**src/rtl/spi_adc_scanner_pkg.sv**
```systemverilog
// Shared types and command-byte layout for the SPI ADC scanner.
package spi_adc_scanner_pkg;

  typedef enum logic [1:0] {
    ST_IDLE  = 2'd0,
    ST_SETUP = 2'd1,
    ST_FRAME = 2'd2,
    ST_DONE  = 2'd3
  } state_t;

  localparam int          CMD_BITS    = 8;
  localparam int          CMD_START   = 7;
  localparam int          CMD_ADDR_LO = 4;
  localparam int          CMD_LSB_LO  = 0;
  localparam logic [23:0] DEF_CH_ADDR = 24'hFAC5;
  localparam logic [3:0]  DEF_CMD_LSB = 4'b0011;

  function automatic logic [CMD_BITS-1:0] cmd_byte(input logic [2:0] addr, input logic [3:0] lsb);
    logic [CMD_BITS-1:0] c;
    c                       = '0;
    c[CMD_START]            = 1'b1;
    c[CMD_ADDR_LO +: 3]     = addr;
    c[CMD_LSB_LO +: 4]      = lsb;
    return c;
  endfunction

endpackage

```
**src/rtl/spi_frame_engine.sv**
```systemverilog
// One SPI frame: TX_N command bits, one busy slot, RX_N data bits, TRAIL idle clocks.
// MOSI changes on falling sclk, MISO/busy sampled on rising sclk.
module spi_frame_engine #(
  parameter int CLK_DIV = 25,
  parameter int TX_N    = 8,
  parameter int RX_N    = 12,
  parameter int TRAIL   = 3
) (
  input  logic            cclk,
  input  logic            rstb,
  input  logic            go,
  input  logic [TX_N-1:0] tx_data,
  input  logic            miso,
  input  logic            busy_in,
  output logic            sclk,
  output logic            mosi,
  output logic [RX_N-1:0] rx_data,
  output logic            bad,
  output logic            done
);
  localparam int NBIT = TX_N + 1 + RX_N + TRAIL;
  localparam int BW   = $clog2(NBIT);
  localparam int DW   = (CLK_DIV > 1) ? $clog2(CLK_DIV) : 1;

  logic            active;
  logic [DW-1:0]   div_cnt;
  logic [BW-1:0]   bit_cnt;
  logic [TX_N-1:0] tx_sr;
  logic            tick, rise, fall;

  assign tick = active && (div_cnt == DW'(CLK_DIV-1));
  assign rise = tick && !sclk;
  assign fall = tick && sclk;

  always_ff @(posedge cclk or negedge rstb) begin
    if (!rstb) begin
      active  <= 1'b0;
      div_cnt <= '0;
      bit_cnt <= '0;
      tx_sr   <= '0;
      sclk    <= 1'b0;
      mosi    <= 1'b0;
      rx_data <= '0;
      bad     <= 1'b0;
      done    <= 1'b0;
    end else begin
      done <= 1'b0;
      if (go) begin
        // First command bit is presented a half period before the first rising edge.
        active  <= 1'b1;
        div_cnt <= '0;
        bit_cnt <= '0;
        sclk    <= 1'b0;
        mosi    <= tx_data[TX_N-1];
        tx_sr   <= {tx_data[TX_N-2:0], 1'b0};
        bad     <= 1'b0;
      end else if (active) begin
        div_cnt <= tick ? '0 : div_cnt + 1'b1;
        if (rise) begin
          sclk <= 1'b1;
          if (bit_cnt == BW'(TX_N))
            bad <= busy_in;
          else if (bit_cnt > BW'(TX_N) && bit_cnt <= BW'(TX_N + RX_N))
            rx_data <= {rx_data[RX_N-2:0], miso};
        end
        if (fall) begin
          sclk  <= 1'b0;
          mosi  <= tx_sr[TX_N-1];
          tx_sr <= {tx_sr[TX_N-2:0], 1'b0};
          if (bit_cnt == BW'(NBIT-1)) begin
            active <= 1'b0;
            done   <= 1'b1;
          end else begin
            bit_cnt <= bit_cnt + 1'b1;
          end
        end
      end
    end
  end

endmodule

```
**src/rtl/spi_adc_scanner.sv**
```systemverilog
// Round-robin multi-channel SPI ADC scanner: keeps the last of REPEAT good
// conversions per channel visit and publishes it per channel.
module spi_adc_scanner
  import spi_adc_scanner_pkg::*;
#(
  parameter int          N_CH    = 3,
  parameter int          RES     = 12,
  parameter int          CLK_DIV = 25,
  parameter int          REPEAT  = 8,
  parameter int          TRAIL   = 3,
  parameter logic [23:0] CH_ADDR = DEF_CH_ADDR,
  parameter logic [3:0]  CMD_LSB = DEF_CMD_LSB
) (
  input  logic                cclk,
  input  logic                rstb,
  input  logic                enable,
  input  logic                single_shot,
  input  logic                start,
  input  logic                adc_busy,
  input  logic                adc_dout,
  output logic                sclk,
  output logic                adc_din,
  output logic                csb,
  output logic [RES-1:0]      sample,
  output logic [2:0]          sample_ch,
  output logic                sample_stb,
  output logic [N_CH*RES-1:0] results,
  output logic                scan_done,
  output logic                busy
);
  localparam int CW = (N_CH > 1)    ? $clog2(N_CH)    : 1;
  localparam int RW = (REPEAT > 1)  ? $clog2(REPEAT)  : 1;
  localparam int SW = (CLK_DIV > 1) ? $clog2(CLK_DIV) : 1;

  state_t                   state, state_nx;
  logic [CW-1:0]            ch;
  logic [RW-1:0]            rep;
  logic [SW-1:0]            setup_cnt;
  logic [N_CH-1:0][RES-1:0] res_q;
  logic [CMD_BITS-1:0]      cmd;
  logic [RES-1:0]           fe_rx;
  logic                     go, fe_done, fe_bad;
  logic                     store, wrap, last_setup;

  // Strobes are raised during DONE; the registers they announce load at its end.
  assign store      = (state == ST_DONE) && !fe_bad && (rep == RW'(REPEAT-1));
  assign wrap       = store && (ch == CW'(N_CH-1));
  assign last_setup = (setup_cnt == SW'(CLK_DIV-1));
  assign sample_stb = store;
  assign scan_done  = wrap;
  assign busy       = (state != ST_IDLE);
  assign csb        = (state == ST_IDLE);
  assign results    = res_q;
  assign cmd        = cmd_byte(CH_ADDR[3*ch +: 3], CMD_LSB);

  always_comb begin
    state_nx = state;
    go       = 1'b0;
    case (state)
      ST_IDLE:  if (enable && (!single_shot || start)) state_nx = ST_SETUP;
      ST_SETUP: if (last_setup) begin
                  go       = 1'b1;
                  state_nx = ST_FRAME;
                end
      ST_FRAME: if (fe_done) state_nx = ST_DONE;
      ST_DONE:  state_nx = (enable && !(single_shot && wrap)) ? ST_SETUP : ST_IDLE;
      default:  state_nx = ST_IDLE;
    endcase
  end

  always_ff @(posedge cclk or negedge rstb) begin
    if (!rstb) begin
      state     <= ST_IDLE;
      setup_cnt <= '0;
    end else begin
      state     <= state_nx;
      setup_cnt <= (state == ST_SETUP && !last_setup) ? setup_cnt + 1'b1 : '0;
    end
  end

  // A frame flagged busy by the ADC neither stores nor counts: the repeat is retried.
  always_ff @(posedge cclk or negedge rstb) begin
    if (!rstb) begin
      ch        <= '0;
      rep       <= '0;
      res_q     <= '0;
      sample    <= '0;
      sample_ch <= '0;
    end else if (state == ST_DONE && !fe_bad) begin
      if (store) begin
        res_q[ch] <= fe_rx;
        sample    <= fe_rx;
        sample_ch <= 3'(ch);
        rep       <= '0;
        ch        <= wrap ? '0 : ch + 1'b1;
      end else begin
        rep <= rep + 1'b1;
      end
    end
  end

  spi_frame_engine #(
    .CLK_DIV (CLK_DIV),
    .TX_N    (CMD_BITS),
    .RX_N    (RES),
    .TRAIL   (TRAIL)
  ) u_frame (
    .cclk    (cclk),
    .rstb    (rstb),
    .go      (go),
    .tx_data (cmd),
    .miso    (adc_dout),
    .busy_in (adc_busy),
    .sclk    (sclk),
    .mosi    (adc_din),
    .rx_data (fe_rx),
    .bad     (fe_bad),
    .done    (fe_done)
  );

endmodule

```
**config.mk**
```make
export PLATFORM = sky130hd
export DESIGN_NAME = spi_adc_scanner
export DESIGN_NICKNAME = d
export VERILOG_FILES = /design/src/rtl/spi_adc_scanner_pkg.sv /design/src/rtl/spi_frame_engine.sv /design/src/rtl/spi_adc_scanner.sv
export SDC_FILE = /design/constraint.sdc
export NUM_CORES = 1
export LEC_CHECK = 0
export ABC_AREA = 0
export BUFFER_PORTS_ARGS = -buffer_cell sky130_fd_sc_hd__buf_2
export CORE_AREA = 5 5 90 92
export CTS_CLUSTER_DIAMETER = 40
export DETAILED_ROUTE_END_ITERATION = 8
export DIE_AREA = 0 0 95 97
export PLACE_DENSITY = 0.91
export RECOVER_POWER = 25
export SLEW_MARGIN = 10
export SYNTH_ARGS = -nofsm -noshare
export SYNTH_HDL_FRONTEND = slang
export SYNTH_SLANG_ARGS = --single-unit
```
**constraint.sdc**
```tcl
create_clock -name cclk -period 5.3 [get_ports cclk]
set_input_delay 1.06 -clock cclk [delete_from_list [all_inputs] [get_ports cclk]]
set_output_delay 1.06 -clock cclk [all_outputs]
set_load 0.03 [all_outputs]
```
==> run summary, run 1 <==
The run finished, with violations left. The checks that failed: capacitance limit, slew limit. STA classifies the critical path endpoint as an output pin. The total area inside the core boundary comes to 0.00714 sq mm.

For this run, the top clock speed supported by timing is 0.239 GHz. The time the worst path needs with I/O delays and setup is 4180 ps. Measured against its own limit, the worst slew margin works out to -17.3%. Of all nets on the critical path, the largest fanout is 19. The number of nets in the layout is 434. The run gives 10.1 ps as the worst clock skew. The synthesized design contains 0 enable-type register cells. At the pin with the least slew margin, the transition time is 1760 ps.

The first detailed-routing pass took 4 iterations. The detail route stage leaves a number of antenna-violating nets equal to 0. The most instantiated flip-flop cell in the synthesis netlist is sky130_fd_sc_hd__dfrtp_1. Compared with the post-synthesis result, the final layout area differs by 13.7%. For met3 alone, demand over resource in global routing was 5.43%.

Total of fill cells in the finished design: 551. The gate count after technology mapping came out at 352. Clock tree synthesis selected as its root buffer the cell sky130_fd_sc_hd__clkbuf_8.

The top cell types in the final layout, fill and taps aside, are sky130_fd_sc_hd__dfrtp_1, sky130_fd_sc_hd__buf_2, sky130_fd_sc_hd__nand2_1. The first global-routing pass estimated 14.5 mm of wire. Detailed placement ended at an HPWL of 6.01 mm.

Routed length per placed instance: 16.6 um. By area the synthesized netlist is led by sky130_fd_sc_hd__dfrtp_1, sky130_fd_sc_hd__mux2_2, sky130_fd_sc_hd__nand2_1. After clock tree synthesis, the flow added hold-fix buffers numbering 0. The tools report the final number of max-transition violations as 35. The number of antenna diodes in the final layout is 0. Counting distinct cell types in the post-synthesis netlist gives 43.

The tightest min-delay check is of the reg -> reg type. The cell area that synthesis handed to floorplanning was 0.00418 sq mm. The tools report the area of placed instances as 0.00454 sq mm.

Overall overflow remaining after global route: 0. The number of design-rule violations left by the first detailed-router iteration was 153. Once the floorplan was initialized, standard cells occupied 58.6% of the core.

The die covers 0.00922 sq mm. Total of max-cap violations: 2. For the data arrival at the endpoint of the critical path, the log shows 3120 ps. With fillers left out, the area of the finished cells amounts to 0.00475 sq mm. The critical path required time was 4240 ps; the number of buffers added on ports was 62. The number of global-route vias before repair was 2965. After clock tree synthesis, the clock-pin slew on the worst setup and hold paths is 90 ps. Summed over its instances, the top area cell type makes up 57.5% of the synthesized netlist area. The run gives 499 as the total instance count after detailed placement.

Across all layers, the routed design uses 2798 vias. The critical setup path kind was reg -> out. The run gives 0 as the number of hold-slack violations in the final timing report.

After the flow finishes, the layout carries non-filler instances totaling 515. Setup total negative slack on the finished layout was measured at 0 ps. Pin placement for this block handled 64 I/O pins. The global router's overall resource usage was 20.3%; the async set or reset register ratio after synthesis was 100%. Later-pin clock latency in the skew report: 360 ps.

The type of element launching the critical path is a flop. The final cycle utilization of the critical path was 78.9%; the count of yosys warnings during synthesis was 0. Setup repair after global routing left no endpoint under its margin. In the final layout, the share of cells above drive strength 1 is 30.5%. The via density per instance came out at 5.43.

The logs give 0 for the post-cts sizing count and 0 for the residual DRC count. For this design, the sink count on the clock tree is 96. The per-instance average area after synthesis was 11.9 sq um; the floorplan die height was 97 um.

The global routing stage identified its most utilized layer as met2. Setup violations remaining at the end of the flow were counted as 0. The number of storage elements in the synthesis netlist is 96. The met1 usage in global routing is 25.4%, and the deepest clock path buffer count is 2.

The H-tree was split into 3 levels. In this run the horizontal extent of the chip is 95 um. Leaving out fill and tap cells, the most frequent cell in the layout is sky130_fd_sc_hd__dfrtp_1. When the netlist entered floorplanning its net count stood at 375.

VDD sags by at most 0.000224 V. TritonCTS built the clock tree. Global routing consumed, on the met2 layer, 33.0% of the routing resources.

In this run the core area contains 31 standard-cell rows. The number of clock buffers added by TritonCTS is 9. The total power per unit cell area works out to 268 mW/mm^2. The synthesized design spends more area on one cell type than any other, namely sky130_fd_sc_hd__dfrtp_1. Entering global routing, the biggest net connects 64 pins. For the number of buffers inserted by post-CTS setup repair, the log shows 0. The run gives 0.730 as the placer's final routability congestion estimate. Summing the sequential cell areas from Yosys gives 57.5% of the chip area. The logs give 2.57 nW for the static leakage power and 8.54 mm for the total wire length. For the initial antenna violation count, the log shows 0.
==> where the power goes <==
part	total, mW	internal, mW	switching (mW)
Sequential	0.733	0.732	0.000664
Combinational	0.0179	0.00235	0.0156
Clock	0.523	0.269	0.255
==> flip-flops by register name, indices dropped and copies added (netlist names), 2 cells and up <==
register         count
state                2
u_frame.bit_cnt      5
u_frame.div_cnt      5
sample              12
setup_cnt            5
sample_ch            2
u_frame.rx_data     12
u_frame.tx_sr        7
rep                  3
ch                   2
results             36
==> final timing paths <==
path                       depth (start not counted)  slack, ps       from           end
hold / removal                                     2        480  sample[6]     sample[6]
hold reg to reg                                    2        480  sample[6]     sample[6]
min in group asynchronous                          1       1150       rstb  u_frame.sclk
setup reg to reg                                   6       2210   state[0]   results[11]
max in group asynchronous                          2       1880       rstb     sample[4]
setup / recovery                                   7       1120   state[0]     scan_done
==> cell type report <==
class / count / area (sq um) / share of cell area [%]
tap: 99 / 124 / 2.61
timing repair buffer: 63 / 314 / 6.61
inverter: 21 / 78.8 / 1.66
clock inverter: 6 / 90.1 / 1.90
multi-input combinational: 220 / 1610 / 34.0
sequential: 96 / 2400 / 50.6
clock buffer: 10 / 128 / 2.69
==> metal layers <==
layer / share of wire [%] / vias up
li1: - / 1309
met2: 51 / 84
met1: 40 / 1391
met3: 7.3 / 14
met5: 0 / -
met4: 2.0 / 0
==> critical path, cell delays in order (launching register included) <==
cell                       delay, ps
sky130_fd_sc_hd__dfrtp_1         430
sky130_fd_sc_hd__ha_1            230
sky130_fd_sc_hd__nor2b_1         190
sky130_fd_sc_hd__nand2_1         450
sky130_fd_sc_hd__clkinv_1        590
sky130_fd_sc_hd__nand2_1         620
sky130_fd_sc_hd__inv_1            70
sky130_fd_sc_hd__buf_2           190
==> synthesized netlist by cell type, types with 7 or more instances <==
master	number
sky130_fd_sc_hd__dfrtp_1	96
sky130_fd_sc_hd__nand3_1	17
sky130_fd_sc_hd__nand2_1	59
sky130_fd_sc_hd__a21oi_1	7
sky130_fd_sc_hd__mux2_4	10
sky130_fd_sc_hd__mux2_2	41
sky130_fd_sc_hd__ha_1	16
sky130_fd_sc_hd__clkbuf_1	7
sky130_fd_sc_hd__nor2_1	11
sky130_fd_sc_hd__o21ai_0	11
sky130_fd_sc_hd__inv_1	20
==> cell families after synthesis <==
kind of cell,after synthesis,synth area share [%]
AND/OR/NAND/NOR,110,12.2
flip-flops,96,57.5
multiplexers,54,15.4
buffers and inverters,36,3.83
AO/OA/AOI/OAI,32,4.82
adder cells (fa/ha/maj),16,4.79
XOR/XNOR,7,1.47
other,1,0.0897
==> stage by stage <==
| stage | setup WS [ps] | util [%] | total power, mW | hold WS (ps) |
|---|---|---|---|---|
| 3_5_place_dp | 1540 | 63.6 | 0.767 | 459 |
| 3_3_place_gp | 1690 | 63.6 | 0.766 | 454 |
| 6_report | 1120 | 66.6 | 1.27 | 478 |
| 4_1_cts | 1140 | 66.7 | 1.28 | 481 |
| 2_1_floorplan | 2520 | - | 0.750 | 447 |
| 5_1_grt | 839 | 66.6 | 1.32 | 513 |
(Power assumes the default switching activity.)
==> inputs of run 2 (changes only) <==
--- a/config.mk
+++ b/config.mk
@@ -7,11 +7,11 @@
 export LEC_CHECK = 0
 export ABC_AREA = 0
 export BUFFER_PORTS_ARGS = -buffer_cell sky130_fd_sc_hd__buf_2
-export CORE_AREA = 5 5 90 92
+export CORE_AREA = 5 5 97 99
 export CTS_CLUSTER_DIAMETER = 40
 export DETAILED_ROUTE_END_ITERATION = 8
-export DIE_AREA = 0 0 95 97
-export PLACE_DENSITY = 0.91
+export DIE_AREA = 0 0 102 104
+export PLACE_DENSITY = 0.83
 export RECOVER_POWER = 25
 export SLEW_MARGIN = 10
 export SYNTH_ARGS = -nofsm -noshare
==> constraint.sdc (replaced) <==
create_clock -name cclk -period 3.77 [get_ports cclk]
set_input_delay 0.754 -clock cclk [delete_from_list [all_inputs] [get_ports cclk]]
set_output_delay 0.754 -clock cclk [all_outputs]
set_load 0.03 [all_outputs]
==> run 2 against run 1 <==
Against the previous run:
- count of clock-buffer cells in the layout is 1 lower
- total power up 35%
- largest cell class unchanged
- clock power rose by 26%
- the flow still finishes with violations (capacitance limit, slew limit)
- critical endpoint unchanged
- sequential power increased by 41%
- via count increased by 0.14%
==> run summary, run 2 (synthesis results as in run 1) <==
The run gives 5.82 mm (-3.1%) as the half-perimeter wire length after placement. The pin slew with the least headroom to its limit works out to 1860 ps (+105 ps). The logs give 49.4% (-9.2 points) for the effective utilization at floorplan and 527 (+2.3%) for the number of standard cells in the layout, taps in and fillers out.

Flip-flop count of the largest register after layout: 36 (unchanged). In the layout the commonest cells are sky130_fd_sc_hd__dfrtp_1, sky130_fd_sc_hd__buf_2, sky130_fd_sc_hd__nand2_1. Global router's overall resource usage: 17.2% (-3.1 points). The clock period could shrink to 3370 ps.

The run gives 64 (unchanged) as the number of top-level pins. Most frequent standard cell in the layout excluding fill and tap cells: sky130_fd_sc_hd__dfrtp_1. The final count of negative-setup-slack endpoints came out at 0 (unchanged). Routed length per placed instance: 16.1 um (-2.7%). Number of hold-slack violations in the final timing report: 0 (unchanged).

Data arrival at the endpoint of the critical path: 2610 ps (-510 ps). For the detailed-routing iteration count for the pre-antenna-repair pass, the log shows 4 (unchanged). The area occupied by registers came out at 0.00240 sq mm (unchanged). For the pin count of the biggest net entering global routing, the log shows 80 (+25%). The tools report the root buffer selected by CTS as sky130_fd_sc_hd__clkbuf_8. The H-tree level count was 3 (unchanged). Number of clock sinks: 96 (unchanged). The critical setup path kind was reg -> out. The critical path required time is 3020 ps (-1220 ps), and the initial antenna violation count is 0 (unchanged). The layout cell share with drive strength beyond 1 was 32.0% (+1.5 points). The number of design-rule violations left by the first detailed-router iteration is 134 (-12%), and the total of fill cells in the finished design is 704 (+28%).

The maximum vdd ir drop is 0.000351 V (+57%), and the final cycle utilization of the critical path is 89.3%. The tools report the placement row count as 34 (+9.7%). The floorplan die height came out at 104 um (+7.2%). Setup repair after global routing left no endpoint under its margin.

The path category of the worst min-delay check was reg -> reg. The tools report the maximum achievable frequency as 0.297 GHz. The horizontal die dimension is 102 um (+7.4%).

The tools report the final number of max-transition violations as 80 (+130%). The residual DRC count is 0 (unchanged). The minimum hold slack came out at 493 ps (+14.8 ps). The tools report the relative slew slack as -24.3% (-7.0 points).

The total of max-cap violations came out at 1 (-1). The run gives 0 (unchanged) as the count of hold-fix buffers inserted at cts. The number of buffers added on ports was 62 (unchanged). The final reports fail on capacitance limit, slew limit. The post-cts sizing count was 0 (unchanged); the total instance count after detailed placement was 511 (+2.4%). The number of nets in the layout is 437 (+0.69%). The maximum net fanout on the critical path works out to 19 (unchanged). The via density per instance works out to 5.32 (-2.1%). The tools report the core outline area as 0.00847 sq mm (+19%). For the number of global-route vias before repair, the log shows 3019 (+1.8%). For the later-pin clock latency in the skew report, the log shows 360 ps (about the same). The overall overflow remaining after global route was 0 (unchanged). For the number of buffers inserted by post-CTS setup repair, the log shows 0 (unchanged).

Total number of vias: 2802 (+0.14%). The area growth from synthesis to layout came out at 14.0%. The area of all placed cells without fillers was 0.00476 sq mm (+0.26%); the placer's final routability congestion estimate was 0.766 (+4.9%). The static leakage power is 2.58 nW (+0.39%). The deepest clock path buffer count is 2 (unchanged). The utilization of the core after routing came out at 56.3% (-10 points). The total power per unit cell area was 361 mW/mm^2 (+34%); the total die area was 0.0106 sq mm (+15%). The setup total negative slack is 0 ps (unchanged). The area of placed instances is 0.00458 sq mm (+0.74%), and the area of the multi-input gates is 0.00162 sq mm (+0.15%).

The run gives 0 (unchanged) as the antenna diode instance count. The clock slew seen by the registers of the worst setup and hold paths came out at 100 ps (about the same). For the global-route wire length before repair, the log shows 14.7 mm (+1.1%). TritonCTS built the clock tree. The run finished, with violations left. The total wire length came out at 8.50 mm (-0.44%). The tools report the worst clock skew as 11.7 ps (+1.52 ps).

The endpoint type of the worst setup path is an output pin. The run gives 9 (unchanged) as the clock buffer count from CTS. Number of routed nets with antenna violations: 0 (unchanged). The worst setup path is launched from a flop.
run 2: cell types whose count changed in the layout (fill, tap and decap cells not counted), sizes merged:
cell and delta:
buf +4, inv +5, clkinv -1, clkinvlp -1
clkbuf -2, bufinv -2
run 2: critical path, stage by stage (launching register included):
cell	delay, ps
sky130_fd_sc_hd__dfrtp_1	440
sky130_fd_sc_hd__ha_1	230
sky130_fd_sc_hd__nor2b_1	180
sky130_fd_sc_hd__nand2_1	80
sky130_fd_sc_hd__buf_4	210
sky130_fd_sc_hd__clkinv_1	430
sky130_fd_sc_hd__nand2_1	210
sky130_fd_sc_hd__buf_4	240
sky130_fd_sc_hd__inv_1	50
sky130_fd_sc_hd__buf_2	170
run 2: cell type report:
| type | instances | share of cell area [%] |
|---|---|---|
| Tap cell | 108 | 2.84 |
| Multi-Input combinational cell | 220 | 33.9 |
| Timing Repair Buffer | 66 | 7.14 |
| Inverter | 21 | 1.65 |
| Clock buffer | 9 | 2.60 |
| Clock inverter | 7 | 1.39 |
| Sequential cell | 96 | 50.4 |
run 2: routing by layer:
| metal | wire length, um | part of all wire [%] | GRT usage (%) | up-vias |
|---|---|---|---|---|
| met5 | 0 | 0 | 0 | - |
| met4 | 93 | 1.1 | 4.31 | 0 |
| met3 | 504 | 5.9 | 5.16 | 11 |
| met2 | 4210 | 50 | 27.5 | 78 |
| met1 | 3690 | 43 | 22.9 | 1397 |
| li1 | - | - | - | 1316 |
run 2: path summary, 6_finish.rpt:
kind	end	start	depth (start not counted)	slack, ps
max	scan_done	state[0]	9	400
min	sample_ch[1]	sample_ch[1]	2	490
max reg2reg	results[2]	state[0]	7	1000
min reg2reg	sample_ch[1]	sample_ch[1]	2	490
max in group asynchronous	u_frame.bit_cnt[4]	rstb	1	1780
min in group asynchronous	results[27]	rstb	1	900
run 2: stage by stage:
stage	setup slack, ps	power (mW)
after global placement	924	1.08
after floorplan	1300	1.05
final	404	1.72
after detailed placement	805	1.08
after CTS	375	1.74
after global routing	133	1.78
run 2: power by group:
group | switching [mW] | internal [mW]
combinational | 0.0224 | 0.00461
clock | 0.399 | 0.261
sequential | 0.000856 | 1.03
total | 0.422 | 1.30
==> inputs of run 3 (changes only) <==
--- a/config.mk
+++ b/config.mk
@@ -7,10 +7,10 @@
 export LEC_CHECK = 0
 export ABC_AREA = 0
 export BUFFER_PORTS_ARGS = -buffer_cell sky130_fd_sc_hd__buf_2
-export CORE_AREA = 5 5 97 99
+export CORE_AREA = 2 2 94 96
 export CTS_CLUSTER_DIAMETER = 40
 export DETAILED_ROUTE_END_ITERATION = 8
-export DIE_AREA = 0 0 102 104
+export DIE_AREA = 0 0 96 98
 export PLACE_DENSITY = 0.83
 export RECOVER_POWER = 25
 export SLEW_MARGIN = 10
==> run 3 against run 2 <==
Against the previous run:
- the flow still finishes with violations (capacitance limit, slew limit)
- global-route usage rose by 1.8 points
- cell area increased by 0.71%
- sequential share of layout area down 0.36 points
- non-clock buffer count is the same
- critical path type unchanged
- largest power group unchanged
==> run summary, run 3 (synthesis results as in run 1) <==
The maximum achievable frequency is 0.300 GHz (+0.97%), and the final number of max-transition violations is 48 (-40%). The kind of cell adding the most delay to the critical path is simple AND/OR/NAND/NOR gates. In this run the critical register-to-register path is captured at results[22]. The count of buffer and inverter cells on the critical path was 5 (unchanged). The area growth from synthesis to layout is 14.8%, and the detailed-routing iteration count for the pre-antenna-repair pass is 4 (unchanged).

The half-perimeter wire length after placement is 5.87 mm (+0.88%). Pin slew with the least headroom to its limit: 2450 ps (+584 ps). The worst clock skew was 11.0 ps (-0.671 ps).

The number of clock sinks is 96 (unchanged), and the logic depth of the worst register-to-register path is 8 (+1). Number of global-route vias before repair: 2874 (-4.8%). The flip-flop count of the largest register after layout works out to 36 (unchanged).

The total number of vias was 2806 (+0.14%); the post-cts sizing count was 0 (unchanged). The most frequent standard cell in the layout excluding fill and tap cells was sky130_fd_sc_hd__dfrtp_1. Total die area: 0.00941 sq mm (-11%). The horizontal die dimension came out at 96 um (-5.9%). The critical-path cell with the highest stage delay is sky130_fd_sc_hd__dfrtp_1.

The root buffer selected by CTS was sky130_fd_sc_hd__clkbuf_8. The checks that failed: capacitance limit, slew limit. The tightest min-delay check is of the reg -> reg type. The number of hold-slack violations in the final timing report is 0 (unchanged), and the final count of negative-setup-slack endpoints is 0 (unchanged). Static leakage power: 2.59 nW (+0.49%). The maximum net fanout on the critical path was 19 (unchanged). The top cell types in the final layout, fill and taps aside, are sky130_fd_sc_hd__dfrtp_1, sky130_fd_sc_hd__buf_2, sky130_fd_sc_hd__nand2_1. Total wire length: 8.29 mm (-2.5%). The pin count of the biggest net entering global routing is 48 (-40%), and the placer's final routability congestion estimate is 0.728 (-4.9%). Final cycle utilization of the critical path: 88.4% (-0.86 points). Worst setup path startpoint: state[1]. The run gives 0 (unchanged) as the number of routed nets with antenna violations. The run gives 0 (unchanged) as the initial antenna violation count. The later-pin clock latency in the skew report was 360 ps (about the same); the residual DRC count was 0 (unchanged).

The tools report the total of max-cap violations as 1 (unchanged). TritonCTS built the clock tree. The logs give 0 (unchanged) for the number of buffers inserted by post-CTS setup repair and 0 (unchanged) for the antenna diode instance count. The setup total negative slack is 0 ps (unchanged), and the routed length per placed instance is 15.7 um (-2.5%). The data arrival at the endpoint of the critical path is 2580 ps (-30 ps), and the global-route wire length before repair is 13.9 mm (-5.2%). The signal on the critical path passes through ha_1 > nor2b_1 > nand2_1 > buf_4 > clkinv_1 > buf_4 > nand2_1 > inv_1 > buf_2. The effective utilization at floorplan was 49.4% (unchanged); the count of hold-fix buffers inserted at cts was 0 (unchanged). Floorplan die height: 98 um (-5.8%). The H-tree level count is 3 (unchanged).

STA classifies the critical path endpoint as an output pin. The placement row count came out at 34 (unchanged). The total instance count after detailed placement was 511 (unchanged).

The area of placed instances came out at 0.00458 sq mm (unchanged). The via density per instance was 5.32 (+0.14%); the time the worst path needs with I/O delays and setup was 3330 ps (-32.4 ps). Global router's overall resource usage: 19.0% (+1.8 points). The total power per unit cell area came out at 379 mW/mm^2 (+5.1%). The deepest clock path buffer count is 2 (unchanged), and the core outline area is 0.00847 sq mm (unchanged). Worst hold path endpoint: sample[5].

The run gives 102 (-24%) as the number of design-rule violations left by the first detailed-router iteration. The startpoint identified for the worst hold timing path is sample[5]. The number of stages on the worst hold path was 2 (unchanged). The worst setup path is launched from a flop. Critical setup path kind: reg -> out. The logs give 0 (unchanged) for the overall overflow remaining after global route and 9 (unchanged) for the clock buffer count from CTS. The tools report the critical path required time as 3020 ps (about the same). The delay of the slowest cell on the worst path was 420 ps (-20 ps); the clock slew seen by the registers of the worst setup and hold paths was 90 ps (about the same).

Setup repair after global routing left no endpoint under its margin. The number of buffers added on ports came out at 62 (unchanged). The number of top-level pins came out at 64 (unchanged). The tools report the number of standard cells in the layout, taps in and fillers out as 527 (unchanged). The number of nets in the layout is 437 (unchanged), and the layout cell share with drive strength beyond 1 is 31.5% (-0.48 points). The area of all placed cells without fillers was 0.00480 sq mm (+0.71%).

The run finished, with violations left. The tools report the maximum vdd ir drop as 0.000266 V (-24%). For the total of fill cells in the finished design, the log shows 700 (-0.57%). Relative slew slack: -63.2% (-39 points). The tools report the register-to-register path setup slack as 1290 ps (+290 ps). The startpoint identified for the worst register-to-register timing path is state[1].
-- run 3: worst min-delay path: stages (launching register included) --
cell and delay (ps):
sky130_fd_sc_hd__dfrtp_1 350, sky130_fd_sc_hd__nand2_1 50, sky130_fd_sc_hd__nand2_1 50
-- run 3: layer usage --
metal  up-vias  GRT usage (%)  routed length, um
met4         0           7.58                152
li1       1316              -                  -
met2        58           29.1               4110
met3        13           4.94                413
met1      1419           25.9               3620
met5         -              0                  0
-- run 3: where the power goes --
part	total [mW]	switching (mW)	internal, mW
Combinational	0.0268	0.0227	0.00415
Sequential	1.03	0.00104	1.03
Clock	0.761	0.363	0.398
-- run 3: per-stage QoR --
stage	util [%]	total power [mW]	hold WS [ps]	setup WS, ps
4_1_cts	56.7	1.83	406	415
3_3_place_gp	54.0	1.08	454	911
3_5_place_dp	54.0	1.08	463	846
6_report	56.7	1.82	486	437
5_1_grt	56.7	1.88	523	191
2_1_floorplan	-	1.05	447	1300
-- run 3: area by class of cell --
cell class / count / area (sq um) / area share, %
sequential: 96 / 2400 / 50.1
multi-input combinational: 220 / 1620 / 33.7
timing repair buffer: 66 / 337 / 7.02
clock buffer: 11 / 141 / 2.95
tap: 108 / 135 / 2.82
clock inverter: 5 / 86.3 / 1.80
inverter: 21 / 78.8 / 1.64
-- run 3: worst max path at each step --
stage                end  slack (ps)  cells after the start
3_3_place_gp   scan_done         910                      9
2_1_floorplan  scan_done        1300                      7
3_5_place_dp   scan_done         850                      9
4_1_cts        scan_done         420                      9
5_1_grt        scan_done         190                      9
6_report       scan_done         440                      9
